<file path="config.mk">
export PLATFORM = sky130hd
export DESIGN_NAME = fetch_queue_flat
export DESIGN_NICKNAME = d
export VERILOG_FILES = /design/src/rtl/fetch_queue_if.sv /design/src/rtl/fetch_queue.sv /design/src/flat_wrapper.sv
export SDC_FILE = /design/constraint.sdc
export NUM_CORES = 1
export LEC_CHECK = 0
export CORE_ASPECT_RATIO = 1.25
export CORE_MARGIN = 4
export CORE_UTILIZATION = 30
export CTS_BUF_LIST = sky130_fd_sc_hd__clkbuf_2
export CTS_CLUSTER_DIAMETER = 80
export DETAILED_ROUTE_END_ITERATION = 8
export GPL_TIMING_DRIVEN = 0
export HOLD_SLACK_MARGIN = 0.05
export PLACE_DENSITY = 0.52
export SLEW_MARGIN = 20
export SYNTH_ARGS = -nofsm -noshare
export SYNTH_HDL_FRONTEND = slang
export SYNTH_SLANG_ARGS = --single-unit
</file>
<file path="constraint.sdc">
create_clock -name clk -period 3 [get_ports clk]
set_input_delay 0.45 -clock clk [delete_from_list [all_inputs] [get_ports clk]]
set_output_delay 0.45 -clock clk [all_outputs]
set_load 0.05 [all_outputs]
</file>
<file path="src/rtl/fetch_queue_if.sv">
// Bundle of the fetch queue's memory read bus and its pipeline-facing signals.
// The master modport is the fetch queue; the slave modport is memory plus stage 1.
interface fetch_queue_if;
    logic [15:0] mem_addr;
    logic        mem_req;
    logic        mem_ready;
    logic [7:0]  mem_data;
    logic [7:0]  instr;
    logic        instr_valid;
    logic [7:0]  const_data;
    logic        const_valid;
    logic        dispatch;
    logic        with_const;
    logic        jump;
    logic [15:0] jump_addr;
    logic        halt;
    logic [15:0] head_pc;
    logic        underflow;

    modport master (
        output mem_addr, mem_req, instr, instr_valid, const_data, const_valid,
               head_pc, underflow,
        input  mem_ready, mem_data, dispatch, with_const, jump, jump_addr, halt
    );

    modport slave (
        input  mem_addr, mem_req, instr, instr_valid, const_data, const_valid,
               head_pc, underflow,
        output mem_ready, mem_data, dispatch, with_const, jump, jump_addr, halt
    );
endinterface

</file>
<file path="src/rtl/fetch_queue.sv">
// Instruction prefetch unit: reads bytes from memory into a small FIFO and
// presents the head byte and the following constant byte to pipeline stage 1.
module fetch_queue #(
    parameter int          DEPTH    = 4,
    parameter logic [15:0] RESET_PC = 16'h0000
) (
    input logic           clk,
    input logic           rst,
    fetch_queue_if.master bus
);
    localparam int PW = $clog2(DEPTH);
    localparam int CW = PW + 1;

    typedef enum logic [1:0] {IDLE, REQUEST, REDIRECT} state_t;

    state_t          state;
    logic [7:0]      mem [DEPTH];
    logic [PW-1:0]   head_ptr;
    logic [PW-1:0]   tail_ptr;
    logic [PW-1:0]   const_ptr;
    logic [CW-1:0]   count;
    logic [CW-1:0]   count_next;
    logic [15:0]     fetch_addr;
    logic [15:0]     head_pc;
    logic            underflow;
    logic            push;
    logic [1:0]      pop_n;
    logic            short_dispatch;

    // A jump cancels both the returning byte and any dispatch in the same cycle.
    always_comb begin
        push           = (state == REQUEST) && bus.mem_ready && !bus.jump;
        pop_n          = 2'd0;
        short_dispatch = 1'b0;
        if (bus.dispatch && !bus.jump) begin
            if (bus.with_const) begin
                if (count >= CW'(2)) pop_n = 2'd2;
                else                 short_dispatch = 1'b1;
            end else begin
                if (count != '0) pop_n = 2'd1;
                else             short_dispatch = 1'b1;
            end
        end
        count_next = count + CW'(push) - CW'(pop_n);
    end

    always_ff @(posedge clk or posedge rst) begin
        if (rst) begin
            state      <= IDLE;
            head_ptr   <= '0;
            tail_ptr   <= '0;
            count      <= '0;
            fetch_addr <= RESET_PC;
            head_pc    <= RESET_PC;
            underflow  <= 1'b0;
        end else if (bus.jump) begin
            state      <= REDIRECT;
            head_ptr   <= '0;
            tail_ptr   <= '0;
            count      <= '0;
            fetch_addr <= bus.jump_addr;
            head_pc    <= bus.jump_addr;
        end else begin
            if (push) begin
                tail_ptr   <= tail_ptr + 1'b1;
                fetch_addr <= fetch_addr + 16'd1;
            end
            head_ptr <= head_ptr + PW'(pop_n);
            head_pc  <= head_pc + 16'(pop_n);
            count    <= count_next;
            if (short_dispatch) underflow <= 1'b1;

            // The request stays up until the byte arrives, then continues only if room remains.
            case (state)
                REQUEST: begin
                    if (bus.mem_ready)
                        state <= (count_next < CW'(DEPTH) && !bus.halt) ? REQUEST : IDLE;
                end
                IDLE, REDIRECT: begin
                    state <= (count < CW'(DEPTH) && !bus.halt) ? REQUEST : IDLE;
                end
                default: state <= IDLE;
            endcase
        end
    end

    // Storage carries no reset; stale entries are never visible because count gates the outputs.
    always_ff @(posedge clk) begin
        if (push) mem[tail_ptr] <= bus.mem_data;
    end

    assign const_ptr       = head_ptr + 1'b1;
    assign bus.mem_req     = (state == REQUEST);
    assign bus.mem_addr    = fetch_addr;
    assign bus.instr       = (count != '0) ? mem[head_ptr] : 8'h00;
    assign bus.instr_valid = (count != '0);
    assign bus.const_data  = (count >= CW'(2)) ? mem[const_ptr] : 8'h00;
    assign bus.const_valid = (count >= CW'(2));
    assign bus.head_pc     = head_pc;
    assign bus.underflow   = underflow;
endmodule
</file>
<file path="src/flat_wrapper.sv">
// flat-port wrapper written by rule: the top's interface ports become plain ports
module fetch_queue_flat 
#(
    parameter int          DEPTH    = 4,
    parameter logic [15:0] RESET_PC = 16'h0000
)
  (clk, rst, bus_mem_addr, bus_mem_req, bus_instr, bus_instr_valid, bus_const_data, bus_const_valid, bus_head_pc, bus_underflow, bus_mem_ready, bus_mem_data, bus_dispatch, bus_with_const, bus_jump, bus_jump_addr, bus_halt);
  fetch_queue_if bus_i ();
  input logic clk;
  input logic rst;
  output wire logic [$bits(bus_i.mem_addr)-1:0] bus_mem_addr;
  output wire logic [$bits(bus_i.mem_req)-1:0] bus_mem_req;
  output wire logic [$bits(bus_i.instr)-1:0] bus_instr;
  output wire logic [$bits(bus_i.instr_valid)-1:0] bus_instr_valid;
  output wire logic [$bits(bus_i.const_data)-1:0] bus_const_data;
  output wire logic [$bits(bus_i.const_valid)-1:0] bus_const_valid;
  output wire logic [$bits(bus_i.head_pc)-1:0] bus_head_pc;
  output wire logic [$bits(bus_i.underflow)-1:0] bus_underflow;
  input wire logic [$bits(bus_i.mem_ready)-1:0] bus_mem_ready;
  input wire logic [$bits(bus_i.mem_data)-1:0] bus_mem_data;
  input wire logic [$bits(bus_i.dispatch)-1:0] bus_dispatch;
  input wire logic [$bits(bus_i.with_const)-1:0] bus_with_const;
  input wire logic [$bits(bus_i.jump)-1:0] bus_jump;
  input wire logic [$bits(bus_i.jump_addr)-1:0] bus_jump_addr;
  input wire logic [$bits(bus_i.halt)-1:0] bus_halt;
  assign bus_mem_addr = bus_i.mem_addr;
  assign bus_mem_req = bus_i.mem_req;
  assign bus_instr = bus_i.instr;
  assign bus_instr_valid = bus_i.instr_valid;
  assign bus_const_data = bus_i.const_data;
  assign bus_const_valid = bus_i.const_valid;
  assign bus_head_pc = bus_i.head_pc;
  assign bus_underflow = bus_i.underflow;
  assign bus_i.mem_ready = bus_mem_ready;
  assign bus_i.mem_data = bus_mem_data;
  assign bus_i.dispatch = bus_dispatch;
  assign bus_i.with_const = bus_with_const;
  assign bus_i.jump = bus_jump;
  assign bus_i.jump_addr = bus_jump_addr;
  assign bus_i.halt = bus_halt;
  fetch_queue #(.DEPTH(DEPTH), .RESET_PC(RESET_PC)) u_core (.clk(clk), .rst(rst), .bus(bus_i));
endmodule
</file>
==> results.ini, run 1 <==
[route]
detail_route.iter0.violations=106
vias=2938
final_antenna_net_count=0
wl_per_cell_um=17.44
wl_um=10240
drc=0
first_pass_iteration_count_of_the_detailed_router=4
vias_per_cell=5.005

[setup_path]
setup.reg_to_reg.worst_slack_ns=0.22
timing.critical_path.fanout_max=10
timing.critical_path.cells=or3_1 > clkbuf_2 > clkdlybuf4s50_1
critical-path-slowest-cell=sky130_fd_sc_hd__clkdlybuf4s50_1
worst_setup_path_start_kind=flop
critPathRequiredTime_ns=2.55
timing.setup.critical_path_class=reg2out
arrival_ns=2.35
cp_slowest_stage_delay_ns=0.74
end_kind=output pin
critical-path-top-delay-family=buffers and inverters
cp_num_buf_inv=2

[synth]
synth.cells.most_frequent=sky130_fd_sc_hd__dfrtp_1 (42), sky130_fd_sc_hd__edfxtp_1 (32), sky130_fd_sc_hd__and2_1 (20), sky130_fd_sc_hd__nor2_1 (19)
postSynth.topFlopCell=sky130_fd_sc_hd__dfrtp_1
yosys-top-cells-area=sky130_fd_sc_hd__dfrtp_1 (27%), sky130_fd_sc_hd__edfxtp_1 (24%), sky130_fd_sc_hd__mux4_2 (9.2%)
ys_ff_latch=74
yosysUniqueCellTypes=49
synth_top_area_cell=sky130_fd_sc_hd__dfrtp_1
syn_area_per_cell_um2=12.27
synth_enable_flop_cells=32
synthCells=321
synthMostInstantiatedCell=sky130_fd_sc_hd__dfrtp_1
synthesis.nets=363
yosys_warnings=0
syn-cell-area_mm2=0.003938
ys_async_sr_fraction_pct=56.76
synth_top_area_share_pct=26.69
synth_sequential_area_ratio_pct=51.10

[finish]
layout-area-overhead-vs-synth_pct=28.79
finalNetCount=456
antenna_cells_inserted=0
finish.utilization_pct=39.69
final_cell_count_no_fill=587
final_layout_size_suffix_gt1_share_pct=18.14
post_route_cell_area_mm2=0.005071

[die]
coreArea_mm2=0.01278
starting_density_of_the_core_pct=30.82
chip_width_um=110.5
fp.dieH_um=136.1
fp.dieArea_mm2=0.01503
io_pins=83
row_count=46

[power_and_ir_drop]
worst_ir_drop_vdd_mv=0.2904
powerDensity_mw_per_mm2=525.9
totalPowerFinal_mw=2.667
power.static_leakage_nw=1.929

[sta]
final.setup_skew_ns=0.03049
timing.setup.tns_ns=0
final_max_slew_viol_count=0
finalHoldViolCount=0
worst-slew-pin-transition_ns=0.7009
final_setup_margin_ns=0.2022
fin_crit_ns=2.798
fin_crit_share_pct=93.26
finalSetupViolCount=0
maxClockFrequency_mhz=357.4
grt_setup_unrepaired=false
slew_headroom_pct=53.28
worst_hold_slack_ns=0.1656

[placed_design]
pre_cts_ws_ns=-0.1835
dp_cells=572
globalplace.congestion=0.8007
port_buffers=82
place_hpwl_um=7629
post_dp_cell_area_mm2=0.004989

[clocking]
cts_root_buf=sky130_fd_sc_hd__clkbuf_2
clock_tree_from_tritoncts=done
cts-htree-levels=3
clk_pin_slew_ns=0.23
numCtsBuffers=9
max-clock-path-buffers=2
cts.sinks=74
postCtsHoldBufs=0
clk-insertion-delay-late_ns=0.55

[global_routing]
first_global_vias=2993
antenna_found_initial=0
grt_usage_pct=13.82
grt_pass1_wl_um=16130
globalRouteOverflowTotal=0
grt_max_degree=29

[worst_hold_path]
hold_path.class=in2async

[run]
maxCapViolCount=0

[outcome]
status=complete, no violations

-- path summary, 6_finish.rpt --
check                                      from                endpoint  cells past startpoint
min in group clk                bus_mem_data[6]        u_core.mem[1][6]                      1
setup / recovery                u_core.count[0]         bus_instr_valid                      3
hold / removal                              rst      u_core.head_ptr[1]                      2
hold reg to reg            u_core.bus.underflow    u_core.bus.underflow                      1
setup reg to reg                u_core.count[0]         u_core.state[0]                     11
max in group asynchronous                   rst  u_core.bus.mem_addr[9]                      3
-- state kept, by name, summed over array words and instances (netlist names) --
| name | count |
|---|---|
| u_core.mem | 32 |
| u_core.bus.head_pc | 16 |
| u_core.head_ptr | 2 |
| u_core.state | 2 |
| u_core.bus.mem_addr | 16 |
| u_core.bus.underflow | 1 |
| u_core.count | 3 |
| u_core.tail_ptr | 2 |
-- cell families after synthesis --
logic type / count (synthesis) / synth area share, %
compound gates: 39 / 7.087
flops: 74 / 51.10
fa+ha+maj: 11 / 3.877
buf+inv: 30 / 3.114
mux: 30 / 13.09
xor+xnor: 21 / 4.671
simple gates: 116 / 17.06
-- where the power goes --
| group | internal [mW] | switching [mW] | leakage, nW |
|---|---|---|---|
| combinational | 0.309 | 0.588 | 1.08 |
| sequential | 1.11 | 0.0800 | 0.784 |
| clock | 0.198 | 0.378 | 0.0685 |
-- layout make-up --
class	count	area [µm²]
clock buffers	10	50.05
well taps	168	210.2
clock inverters	6	67.56
repair buffers	83	783.3
flip-flops and latches	74	2013
multi-input cells	217	1817
fillers	1278	7706
inverters	14	52.55
plain buffers	15	77.57
-- layout by cell type (no fill, tap or decap), types with 12 or more instances in the layout --
master and n:
sky130_fd_sc_hd__inv_1 12, sky130_fd_sc_hd__clkbuf_2 22, sky130_fd_sc_hd__and2_1 20, sky130_fd_sc_hd__clkdlybuf4s50_1 66, sky130_fd_sc_hd__dfrtp_1 41, sky130_fd_sc_hd__mux4_2 16
sky130_fd_sc_hd__nor2_1 19, sky130_fd_sc_hd__mux2_2 12, sky130_fd_sc_hd__edfxtp_1 32, sky130_fd_sc_hd__nand2_1 16
-- repair_timing --
action                     in CTS  in global routing
setup endpoints to repair      17                 16
pin swaps                       0                  0
gates resized for setup        21                 25
buffers inserted                0                  0
-- layer usage --
layer,up-vias,wire [µm],GRT usage (%)
li1,1378,-,-
met5,-,0,0
met3,22,430,3.072
met1,1450,4413,16.82
met4,0,281,6.434
met2,88,5113,23.41
Note: power is estimated with default switching activity, not from simulation.
==> run 2: changes to the inputs <==
Settings changed: HOLD_SLACK_MARGIN 0.05 to 0.03.
==> results of run 2 <==
Same layout as run 1: the final DEF is identical, and so are final timing and power.
